## src/rtl/operand_fetch_seq_pkg.sv

```systemverilog
// Shared widths, FSM state encoding and index helper for the operand-fetch sequencer.
package ofs_pkg;

    localparam int DATA_W = 8;
    localparam int ADDR_W = 5;
    localparam int RF_AW  = 8;
    localparam int RF_DEPTH = 1 << ADDR_W;

    typedef enum logic [2:0] {
        IDLE  = 3'd0,
        RD_A  = 3'd1,
        RD_B  = 3'd2,
        CAP_B = 3'd3,
        DONE  = 3'd4,
        WRITE = 3'd5
    } state_t;

    // Register indices are narrower than the file's address port; upper bits are always zero.
    function automatic logic [RF_AW-1:0] rf_index(input logic [ADDR_W-1:0] idx);
        return {{(RF_AW-ADDR_W){1'b0}}, idx};
    endfunction

endpackage

```

## src/rtl/operand_fetch_seq_if.sv

```systemverilog
// Handshake and register-file port bundle between upstream/execute logic and the sequencer.
interface ofs_if;
    import ofs_pkg::*;

    logic              req_valid;
    logic              req_ready;
    logic [ADDR_W-1:0] src_a;
    logic [ADDR_W-1:0] src_b;
    logic              wb_valid;
    logic              wb_ready;
    logic [ADDR_W-1:0] wb_dst;
    logic [DATA_W-1:0] wb_data;
    logic              out_valid;
    logic              out_ready;
    logic [DATA_W-1:0] op_a;
    logic [DATA_W-1:0] op_b;
    logic [RF_AW-1:0]  rf_addr;
    logic [DATA_W-1:0] rf_wdata;
    logic              rf_we;
    logic [DATA_W-1:0] rf_rdata;

    modport slave (
        input  req_valid, src_a, src_b, wb_valid, wb_dst, wb_data, out_ready, rf_rdata,
        output req_ready, wb_ready, out_valid, op_a, op_b, rf_addr, rf_wdata, rf_we
    );

    modport master (
        output req_valid, src_a, src_b, wb_valid, wb_dst, wb_data, out_ready, rf_rdata,
        input  req_ready, wb_ready, out_valid, op_a, op_b, rf_addr, rf_wdata, rf_we
    );

endinterface

```

## src/rtl/operand_fetch_seq.sv

```systemverilog
// Sequences operand fetches and write-backs onto a single-port register file.
// Latency: operands valid 3 cycles after accept; write-back occupies one cycle.
// Backpressure: operands held until out_ready; no new request accepted while busy.
module operand_fetch_seq
    import ofs_pkg::*;
(
    input  logic clk,
    input  logic rst_n,
    ofs_if.slave bus
);

    state_t            r_state,    w_nxt_state;
    logic [ADDR_W-1:0] r_src_b,    w_nxt_src_b;
    logic [RF_AW-1:0]  r_rf_addr,  w_nxt_rf_addr;
    logic [DATA_W-1:0] r_rf_wdata, w_nxt_rf_wdata;
    logic              r_rf_we,    w_nxt_rf_we;
    logic [DATA_W-1:0] r_op_a,     w_nxt_op_a;
    logic [DATA_W-1:0] r_op_b,     w_nxt_op_b;
    logic              r_out_valid, w_nxt_out_valid;

    // Write-back wins over fetch when both are pending in IDLE.
    assign bus.wb_ready  = (r_state == IDLE);
    assign bus.req_ready = (r_state == IDLE) && !bus.wb_valid;

    assign bus.rf_addr   = r_rf_addr;
    assign bus.rf_wdata  = r_rf_wdata;
    assign bus.rf_we     = r_rf_we;
    assign bus.op_a      = r_op_a;
    assign bus.op_b      = r_op_b;
    assign bus.out_valid = r_out_valid;

    always_comb begin
        w_nxt_state     = r_state;
        w_nxt_src_b     = r_src_b;
        w_nxt_rf_addr   = r_rf_addr;
        w_nxt_rf_wdata  = r_rf_wdata;
        w_nxt_rf_we     = 1'b0;
        w_nxt_op_a      = r_op_a;
        w_nxt_op_b      = r_op_b;
        w_nxt_out_valid = r_out_valid;

        case (r_state)
            IDLE: begin
                if (bus.wb_valid) begin
                    w_nxt_state    = WRITE;
                    w_nxt_rf_addr  = rf_index(bus.wb_dst);
                    w_nxt_rf_wdata = bus.wb_data;
                    w_nxt_rf_we    = 1'b1;
                end else if (bus.req_valid) begin
                    w_nxt_state   = RD_A;
                    w_nxt_rf_addr = rf_index(bus.src_a);
                    w_nxt_src_b   = bus.src_b;
                end
            end
            RD_A: begin
                w_nxt_state   = RD_B;
                w_nxt_rf_addr = rf_index(r_src_b);
            end
            // The file's registered output lags the address by one posedge.
            RD_B: begin
                w_nxt_state = CAP_B;
                w_nxt_op_a  = bus.rf_rdata;
            end
            CAP_B: begin
                w_nxt_state     = DONE;
                w_nxt_op_b      = bus.rf_rdata;
                w_nxt_out_valid = 1'b1;
            end
            DONE: begin
                if (bus.out_ready) begin
                    w_nxt_state     = IDLE;
                    w_nxt_out_valid = 1'b0;
                end
            end
            WRITE: begin
                w_nxt_state = IDLE;
            end
            default: begin
                w_nxt_state = IDLE;
            end
        endcase
    end

    always_ff @(posedge clk or negedge rst_n) begin
        if (!rst_n) begin
            r_state     <= IDLE;
            r_src_b     <= '0;
            r_rf_addr   <= '0;
            r_rf_wdata  <= '0;
            r_rf_we     <= 1'b0;
            r_op_a      <= '0;
            r_op_b      <= '0;
            r_out_valid <= 1'b0;
        end else begin
            r_state     <= w_nxt_state;
            r_src_b     <= w_nxt_src_b;
            r_rf_addr   <= w_nxt_rf_addr;
            r_rf_wdata  <= w_nxt_rf_wdata;
            r_rf_we     <= w_nxt_rf_we;
            r_op_a      <= w_nxt_op_a;
            r_op_b      <= w_nxt_op_b;
            r_out_valid <= w_nxt_out_valid;
        end
    end

endmodule
```

## src/flat_wrapper.sv

```systemverilog
// flat-port wrapper written by rule: the top's interface ports become plain ports
module operand_fetch_seq_flat import ofs_pkg::*;
  (clk, rst_n, bus_req_valid, bus_src_a, bus_src_b, bus_wb_valid, bus_wb_dst, bus_wb_data, bus_out_ready, bus_rf_rdata, bus_req_ready, bus_wb_ready, bus_out_valid, bus_op_a, bus_op_b, bus_rf_addr, bus_rf_wdata, bus_rf_we);
  ofs_if bus_i ();
  input  logic clk;
  input  logic rst_n;
  input wire logic [$bits(bus_i.req_valid)-1:0] bus_req_valid;
  input wire logic [$bits(bus_i.src_a)-1:0] bus_src_a;
  input wire logic [$bits(bus_i.src_b)-1:0] bus_src_b;
  input wire logic [$bits(bus_i.wb_valid)-1:0] bus_wb_valid;
  input wire logic [$bits(bus_i.wb_dst)-1:0] bus_wb_dst;
  input wire logic [$bits(bus_i.wb_data)-1:0] bus_wb_data;
  input wire logic [$bits(bus_i.out_ready)-1:0] bus_out_ready;
  input wire logic [$bits(bus_i.rf_rdata)-1:0] bus_rf_rdata;
  output wire logic [$bits(bus_i.req_ready)-1:0] bus_req_ready;
  output wire logic [$bits(bus_i.wb_ready)-1:0] bus_wb_ready;
  output wire logic [$bits(bus_i.out_valid)-1:0] bus_out_valid;
  output wire logic [$bits(bus_i.op_a)-1:0] bus_op_a;
  output wire logic [$bits(bus_i.op_b)-1:0] bus_op_b;
  output wire logic [$bits(bus_i.rf_addr)-1:0] bus_rf_addr;
  output wire logic [$bits(bus_i.rf_wdata)-1:0] bus_rf_wdata;
  output wire logic [$bits(bus_i.rf_we)-1:0] bus_rf_we;
  assign bus_i.req_valid = bus_req_valid;
  assign bus_i.src_a = bus_src_a;
  assign bus_i.src_b = bus_src_b;
  assign bus_i.wb_valid = bus_wb_valid;
  assign bus_i.wb_dst = bus_wb_dst;
  assign bus_i.wb_data = bus_wb_data;
  assign bus_i.out_ready = bus_out_ready;
  assign bus_i.rf_rdata = bus_rf_rdata;
  assign bus_req_ready = bus_i.req_ready;
  assign bus_wb_ready = bus_i.wb_ready;
  assign bus_out_valid = bus_i.out_valid;
  assign bus_op_a = bus_i.op_a;
  assign bus_op_b = bus_i.op_b;
  assign bus_rf_addr = bus_i.rf_addr;
  assign bus_rf_wdata = bus_i.rf_wdata;
  assign bus_rf_we = bus_i.rf_we;
  operand_fetch_seq u_core (.clk(clk), .rst_n(rst_n), .bus(bus_i));
endmodule
```

## config.mk

```make
export PLATFORM = sky130hd
export DESIGN_NAME = operand_fetch_seq_flat
export DESIGN_NICKNAME = d
export VERILOG_FILES = /design/src/rtl/operand_fetch_seq_pkg.sv /design/src/rtl/operand_fetch_seq_if.sv /design/src/rtl/operand_fetch_seq.sv /design/src/flat_wrapper.sv
export SDC_FILE = /design/constraint.sdc
export NUM_CORES = 1
export LEC_CHECK = 0
export BUFFER_PORTS_ARGS = -buffer_cell sky130_fd_sc_hd__buf_4
export CORE_AREA = 2 2 79 81
export CTS_CLUSTER_SIZE = 28
export DETAILED_ROUTE_END_ITERATION = 6
export DIE_AREA = 0 0 81 83
export PLACE_DENSITY = 0.64
export SETUP_SLACK_MARGIN = 0.4
export SYNTH_ARGS = -nofsm -noshare
export SYNTH_HDL_FRONTEND = slang
export SYNTH_SLANG_ARGS = --single-unit
export TNS_END_PERCENT = 20
```

## constraint.sdc

```tcl
create_clock -name clk -period 3.9 [get_ports clk]
set_input_delay 0.195 -clock clk [delete_from_list [all_inputs] [get_ports clk]]
set_output_delay 0.195 -clock clk [all_outputs]
set_load 0.01 [all_outputs]
```

==> impl_metrics.json, run 1 <==
{
  "clockBufferDepth": 2,
  "num_rows": 28,
  "period_minus_slack_ns": 1.760,
  "synthCells": 120,
  "first_iter_violations": 31,
  "start_util": 0.2907,
  "yosys_register_bits": 39,
  "syn_avg_cell_area_um2": 14.09,
  "cts_tree": "built",
  "max_freq_ghz": 0.5681,
  "vias": 1173,
  "hold_ws_ns": 0.1401,
  "grt_pass1_vias": 1166,
  "synth.most_common_cell": "dfrtp_1",
  "cp.required_ns": 4.06,
  "hold_path.class": "input pin to register",
  "diodes": 0,
  "cts_buffers": 5,
  "grt_util_all_layers": 0.1062,
  "tns_ns": 0,
  "synth.distinct_cells": 26,
  "finalSetupViolations": 0,
  "crit_arrival_ns": 1.92,
  "cp-end-kind": "register",
  "slew_viol_final": 0,
  "cpPeakStageDelay_ns": 0.56,
  "antenna_found_initial": 0,
  "async_flop_share": 1.000,
  "gp_congestion": 0.7538,
  "cts_resized": 0,
  "die-height_um": 83,
  "holdCritStartpoint": "bus_src_b[2]",
  "drc": 0,
  "syn-cell-area_um2": 1690,
  "crit_type": "register to register",
  "relSlewSlack": 0.6406,
  "cap_violations": 0,
  "worst_pin_slew_ns": 0.5391,
  "fill_cells": 581,
  "crit_path_top_delay_cell": "dfrtp_1",
  "r2r_start": "u_core.r_state[1]$_DFFE_PN0P_",
  "path_clk_slew_ns": 0.08,
  "multi_input_comb_area_um2": 641.9,
  "clock_latency_ns": 0.28,
  "cp-startpoint": "u_core.r_state[1]$_DFFE_PN0P_",
  "cts.htree.levels": 2,
  "die_w_um": 81,
  "fin_skew_ns": 0.006657,
  "rsz0062_at_grt": "no",
  "yosysWarnings": 0,
  "yosysSeqAreaShare": 0.5774,
  "portBuffers": 68,
  "synth_area_leaders": "dfrtp_1, mux2_2, buf_6, o22ai_1, o21ai_0",
  "wl_um": 3421,
  "area_delta_synth_final_pct": 37.53,
  "cts_num_sinks": 39,
  "gr-total-overflow": 0,
  "dp_hpwl_um": 2551,
  "drive_gt1_frac": 0.6073,
  "irDropWorstVdd_uv": 335.6,
  "leakage_nw": 1.065,
  "fin_area_um2": 2325,
  "final_nets": 226,
  "path_cells": "nor3_1 -> and2_1 -> mux2_2",
  "root_buffer": "clkbuf_8",
  "grt_pass1_wl_um": 5568,
  "wl_per_cell_um": 12.86,
  "hold_viol_final": 0,
  "ant_nets": 0,
  "core_area_um2": 5816,
  "ys.flop_type": "dfrtp_1",
  "regArea_um2": 975.9,
  "crit_path_max_fanout": 13,
  "grt_max_degree": 40,
  "ios": 72,
  "via_per_inst": 4.410,
  "fin_crit_sh": 0.4513,
  "synth-edff-count": 0,
  "synth_top_area_cell": "dfrtp_1",
  "dr.pass1.iters": 3,
  "critPathLaunchType": "register",
  "p_per_area_nw_per_um2": 764.0,
  "postPlaceCellArea_um2": 2230,
  "synthTopCellsByCount": "dfrtp_1, mux2_2, o21ai_0, o21ai_1, o22ai_1",
  "die_area_um2": 6723,
  "synth_top_cell_area_share": 0.5774,
  "status": "completed"
}
-- worst max-delay path: cells and delay by family, from the launching register on --
family           cells  cell delay [ns]
AND/OR/NAND/NOR      2             0.69
multiplexers         1             0.39
flip-flops           1             0.56
-- final cells by class --
class                      count  share of cell area
tap                           75             0.04037
clock buffer                   6             0.03122
multi-input combinational     73              0.2761
timing repair buffer          69              0.2239
inverter                       2            0.003229
sequential                    39              0.4198
clock inverter                 2            0.005382
-- state kept, by name, indices dropped and copies added (netlist names) --
| register | flops |
|---|---|
| u_core.bus.rf_addr | 5 |
| u_core.r_state | 3 |
| u_core.bus.op_a | 8 |
| u_core.bus.rf_wdata | 8 |
| u_core.bus.op_b | 8 |
| u_core.bus.rf_we | 1 |
| u_core.r_src_b | 5 |
| u_core.bus.out_valid | 1 |
-- stage by stage --
step	utilization	setup WS (ns)	power (W)	std cells
after global routing	0.3997	2.072	0.001907	266
after floorplan	-	2.367	0.001198	122
final	0.3997	2.140	0.001776	266
after detailed placement	0.3834	2.162	0.001536	257
after CTS	0.3997	2.143	0.001807	266
after global placement	0.3834	2.147	0.001524	257
-- routing by layer --
| layer | global-route usage | wire length [um] |
|---|---|---|
| met1 | 0.1288 | 1476 |
| met2 | 0.1766 | 1682 |
| met3 | 0.03804 | 241 |
| met4 | 0.02773 | 21 |
| met5 | 0 | 0 |
-- path summary, 6_finish.rpt --
kind                                                      endpoint  slack, ns  cells after the start
min in group asynchronous            u_core.r_src_b[3]$_DFFE_PN0P_       0.41                      2
max in group asynchronous       u_core.bus.rf_wdata[7]$_DFFE_PN0P_       3.14                      2
worst max register to register  u_core.bus.rf_wdata[2]$_DFFE_PN0P_       2.14                      3
worst min-delay path                 u_core.r_src_b[2]$_DFFE_PN0P_       0.14                      2
worst max-delay path            u_core.bus.rf_wdata[2]$_DFFE_PN0P_       2.14                      3
worst min register to register  u_core.bus.rf_wdata[0]$_DFFE_PN0P_       0.51                      1
-- timing repair --
action / CTS / global route
buffers inserted: 0 / 0
setup endpoints to repair: 0 / 0
hold buffers: 1 / 0
endpoints found under the hold margin: 39 / 0
-- placed cells by master (no fill, tap or decap) --
cell type,Yosys,final
nand2_2,1,1
dlygate4sd3_1,0,1
or3_2,1,1
clkinv_2,0,1
or2_2,1,1
buf_4,3,68
xnor2_1,1,1
o22ai_1,5,5
and2_1,1,1
o21ai_1,5,5
nor2_1,1,1
inv_1,2,2
mux2_2,34,34
nand3b_2,1,1
o21ai_0,5,5
a21oi_1,3,3
nor3_1,4,4
a211oi_1,1,1
clkbuf_8,0,5
or2_1,1,1
nor3b_1,1,1
nor3b_4,1,1
nor4_4,1,1
nor3b_2,1,1
o31ai_1,1,1
clkbuf_1,0,1
dfrtp_1,39,39
clkinvlp_4,0,1
conb_1,1,3
-- where the power goes --
group / switching [W] / internal (W) / total [W] / leakage [nW]
combinational: 0.000301 / 0.000450 / 0.000752 / 0.554
clock: 0.000136 / 0.000125 / 0.000261 / 0.0412
sequential: 0.000157 / 0.000607 / 0.000764 / 0.469
-- logic make-up after synthesis --
kind of cell    Yosys count  share of synthesized area
compound gates           20                    0.06587
simple gates             15                    0.07551
mux                      34                     0.2265
buf+inv                  10                    0.04737
flops                    39                     0.5774
xor+xnor                  1                   0.005182
other cells               1                   0.002218
Note: power is estimated with default switching activity, not from simulation.
==> inputs of run 2 (changes only) <==
- clock period: 3.9 -> 1.8 ns (I/O delays scaled with it)
==> run 2 against run 1 <==
  * Non-clock buffer count is 8 higher
  * Cell count is 3.0% higher
  * First-iteration DRC count fell by 3.2%
  * Hold slack got worse by 0.11 ns
  * Register-to-register slack got worse by 1.7 ns
  * Core utilization grew 1.9 points
  * Design area rose by 4.6%
  * Fmax rose by 27%
  * Setup slack worse by 1.7 ns
  * Global-route usage rose by 0.62 points
==> impl_metrics.json, run 2 (synthesis gave the netlist of run 1 again) <==
{
  "diodes": 0,
  "cp.depth": 3,
  "finalSetupViolations": 0,
  "area_delta_synth_final_pct": 43.89,
  "irDropWorstVdd_uv": 660.5,
  "num_rows": 28,
  "cts_buffers": 5,
  "grt_pass1_vias": 1288,
  "first_iter_violations": 30,
  "leakage_nw": 1.122,
  "multi_input_comb_area_um2": 651.9,
  "die_w_um": 81,
  "path_clk_slew_ns": 0.07,
  "critPathLaunchType": "register",
  "hold_ws_ns": 0.03345,
  "via_per_inst": 4.504,
  "grt_util_all_layers": 0.1124,
  "max_freq_ghz": 0.7204,
  "root_buffer": "clkbuf_8",
  "fin_crit_sh": 0.7712,
  "clock_latency_ns": 0.28,
  "wl_um": 3545,
  "drive_gt1_frac": 0.6432,
  "vias": 1234,
  "worst_slack_ns": 0.4119,
  "layout_common_cells": "buf_4, dfrtp_1, mux2_2, clkbuf_8",
  "final_common_cell": "buf_4",
  "cts.htree.levels": 2,
  "die_area_um2": 6723,
  "drc": 0,
  "cp-end-kind": "register",
  "rr_worst_depth": 3,
  "tns_ns": 0,
  "gp_congestion": 0.7850,
  "crit_path_top_delay_cell": "dfrtp_2",
  "die-height_um": 83,
  "crit_path_max_fanout": 8,
  "fin_area_um2": 2432,
  "final_nets": 234,
  "cpPeakStageDelay_ns": 0.42,
  "fin_skew_ns": 0.006470,
  "cts_num_sinks": 39,
  "cp.required_ns": 1.97,
  "hold_path.class": "input pin to register",
  "p_per_area_nw_per_um2": 1681,
  "fill_cells": 570,
  "ant_nets": 0,
  "status": "completed",
  "wl_per_cell_um": 12.94,
  "start_util": 0.2907,
  "rsz0062_at_grt": "yes",
  "grt_pass1_wl_um": 5906,
  "finalPower_w": 0.004089,
  "path_cells": "buf_4 -> nand3b_2 -> mux2_2",
  "postPlaceCellArea_um2": 2272,
  "crit_type": "register to register",
  "antenna_found_initial": 0,
  "regArea_um2": 978.4,
  "dp_hpwl_um": 2687,
  "clockBufferDepth": 2,
  "grt_max_degree": 40,
  "period_minus_slack_ns": 1.388,
  "critical_path_buf_inv_count": 1,
  "cap_violations": 0,
  "portBuffers": 68,
  "ios": 72,
  "hold_depth": 2,
  "crit_family": "flip-flops",
  "hold_viol_final": 0,
  "gr-total-overflow": 0,
  "core_area_um2": 5816,
  "slew_viol_final": 0,
  "dr.pass1.iters": 4,
  "cts_tree": "built",
  "crit_arrival_ns": 1.56,
  "dp_slack_ns": 0.2218
}
[run 2: changes by cell type in the layout (fill, tap and decap cells not counted), sizes merged]
| cell | before | now |
|---|---|---|
| clkbuf | 6 | 8 |
| clkinvlp | 1 | 0 |
| buf | 68 | 76 |
| clkinv | 1 | 0 |
[run 2: path summary, 6_finish.rpt]
check | to | slack (ns) | from
setup / recovery | u_core.bus.op_b[2]$_DFFE_PN0N_ | 0.41 | u_core.r_state[2]$_DFFE_PN0P_
hold / removal | u_core.r_src_b[1]$_DFFE_PN0P_ | 0.03 | bus_src_b[1]
setup reg to reg | u_core.bus.op_b[2]$_DFFE_PN0N_ | 0.41 | u_core.r_state[2]$_DFFE_PN0P_
hold reg to reg | u_core.r_src_b[4]$_DFFE_PN0P_ | 0.51 | u_core.r_src_b[4]$_DFFE_PN0P_
max in group asynchronous | u_core.r_state[0]$_DFFE_PN0P_ | 1.12 | rst_n
min in group asynchronous | u_core.r_src_b[0]$_DFFE_PN0P_ | 0.30 | rst_n
[run 2: routing by layer]
metal  vias to the layer above  GRT usage  share of wire
met4                         0    0.05085          0.022
li1                        578          -              -
met3                         7    0.04239          0.084
met2                        50     0.1743           0.49
met1                       599     0.1368           0.40
met5                         -          0              0
[run 2: cell type report]
class                   instances  area share
well taps                      75     0.03858
inverters                       2    0.003086
repair buffers                 77      0.2469
clock buffers                   8     0.04115
multi-input cells              73      0.2680
flip-flops and latches         39      0.4023
[run 2: timing repair]
item                       4_1_cts  5_1_grt
buffers inserted                 1        2
setup endpoints to repair       35       35
hold endpoints to repair        39        0
gates resized for setup          4        3
hold buffers                     1        0
pin swaps                        1        2
[run 2: power by group]
part | internal, W | switching, W
registers | 0.00132 | 0.000237
logic | 0.00111 | 0.000793
clock network | 0.000349 | 0.000281
[run 2: metrics by stage]
step | instances | utilization
after floorplan | 122 | -
after global placement | 262 | 0.3907
after detailed placement | 262 | 0.3907
after CTS | 272 | 0.4120
after global routing | 274 | 0.4182
final | 274 | 0.4182
==> inputs of run 3 (changes only) <==
- clock period: 1.8 -> 1.33 ns (I/O delays scaled with it)
==> run 3 against run 2 <==
  * The run now ends with negative setup slack left
  * Clock skew is 0.0013 ns lower
  * First-iteration DRC count shrank 20%
  * Highest routed layer unchanged
  * Largest cell class unchanged
  * Design area increased by 10%
==> impl_metrics.json, run 3 (synthesis gave the netlist of run 1 again) <==
{
  "num_rows": 28,
  "grt_max_degree": 40,
  "final_nets": 247,
  "wl_per_cell_um": 13.77,
  "area_delta_synth_final_pct": 58.25,
  "start_util": 0.2907,
  "cts_buffers": 5,
  "die_area_um2": 6723,
  "fin_skew_ns": 0.005178,
  "wl_um": 3952,
  "cap_violations": 0,
  "core_area_um2": 5816,
  "tns_ns": -1.576,
  "clock_latency_ns": 0.28,
  "final_util": 0.4600,
  "die_w_um": 81,
  "dp_hpwl_um": 2808,
  "worst_slack_ns": -0.1066,
  "root_buffer": "clkbuf_8",
  "layout_common_cells": "buf_4, dfrtp_1, mux2_2, mux2_4, buf_6",
  "crit_path_max_fanout": 5,
  "antenna_found_initial": 0,
  "finalPower_w": 0.006125,
  "grt_pass1_wl_um": 6334,
  "first_iter_violations": 24,
  "rsz0062_at_grt": "yes",
  "hold_viol_final": 0,
  "grt_util_all_layers": 0.1232,
  "critPathLaunchType": "register",
  "cts.htree.levels": 2,
  "ant_nets": 0,
  "period_minus_slack_ns": 1.437,
  "ios": 72,
  "vias": 1297,
  "grt_pass1_vias": 1302,
  "p_per_area_nw_per_um2": 2290,
  "gr-total-overflow": 0,
  "finalSetupViolations": 22,
  "path_clk_slew_ns": 0.07,
  "drive_gt1_frac": 0.6557,
  "drc": 0,
  "cp-end-kind": "register",
  "slew_viol_final": 0,
  "max_freq_ghz": 0.6961,
  "via_per_inst": 4.519,
  "dr.pass1.iters": 4,
  "portBuffers": 68,
  "cts_tree": "built",
  "violations": "negative setup slack",
  "fin_crit_sh": 1.080,
  "irDropWorstVdd_uv": 953.3,
  "gp_congestion": 0.7675,
  "final_common_cell": "buf_4",
  "cp.required_ns": 1.50,
  "crit_type": "register to register",
  "clockBufferDepth": 2,
  "leakage_nw": 1.248,
  "die-height_um": 83,
  "crit_arrival_ns": 1.61,
  "status": "finished with violations",
  "diodes": 0,
  "hold_path.class": "input pin to register",
  "cts_num_sinks": 39
}
## run 3: power by group
part           internal (W)  leakage (nW)  switching [W]
Combinational       0.00199         0.739        0.00120
Clock              0.000368        0.0422       0.000385
Sequential          0.00179         0.467       0.000386
Total               0.00415          1.25        0.00197
## run 3: area by class of cell
type | instances | area (um^2)
flip-flops and latches | 39 | 978.4
clock inverters | 1 | 5.005
multi-input cells | 73 | 739.5
repair buffers | 90 | 774.5
well taps | 75 | 93.84
fillers | 549 | 3141
clock buffers | 7 | 76.32
inverters | 2 | 7.507
## run 3: worst paths after layout
kind / startpoint / endpoint / cells past startpoint / slack (ns)
worst min register to register: u_core.bus.op_b[0]$_DFFE_PN0N_ / u_core.bus.op_b[0]$_DFFE_PN0N_ / 1 / 0.51
worst max-delay path: u_core.r_state[2]$_DFFE_PN0P_ / u_core.r_src_b[3]$_DFFE_PN0P_ / 4 / -0.11
worst max register to register: u_core.r_state[2]$_DFFE_PN0P_ / u_core.r_src_b[3]$_DFFE_PN0P_ / 4 / -0.11
worst min-delay path: bus_src_b[0] / u_core.r_src_b[0]$_DFFE_PN0P_ / 2 / 0.01
min in group asynchronous: rst_n / u_core.r_src_b[3]$_DFFE_PN0P_ / 2 / 0.29
max in group asynchronous: rst_n / u_core.r_state[1]$_DFFE_PN0P_ / 2 / 0.67
## run 3: per-layer routing
layer	vias to the layer above	wire (um)	global-route usage	share of wire
met5	-	0	0	0
met4	0	71	0.05085	0.018
met3	6	273	0.03370	0.069
met2	50	1985	0.1968	0.50
met1	636	1622	0.1550	0.41
li1	605	-	-	-
## run 3: metrics by stage
step	instance area, um^2	cells	setup WS [ns]	hold slack, ns
3_5_place_dp	2382	270	-0.1024	0.07050
2_1_floorplan	1703	122	-0.08578	-0.2291
6_report	2675	287	-0.1066	0.01396
3_3_place_gp	2382	270	-0.07946	0.07208
5_1_grt	2675	287	-0.1726	0.003454
4_1_cts	2585	283	-0.1109	0.001197
## run 3: repair_timing
action | CTS | global route
hold buffers | 2 | 4
hold endpoints to repair | 40 | 4
gates cloned | 0 | 0
setup buffers | 3 | 0
endpoints found under the setup margin | 41 | 46
resized for setup | 22 | 14
pin swaps | 8 | 4
## run 3: critical path, cell delays in order (launching register included)
cell	delay, ns
dfrtp_2	0.44
buf_12	0.14
nor4_4	0.31
nand2_2	0.14
mux2_2	0.29
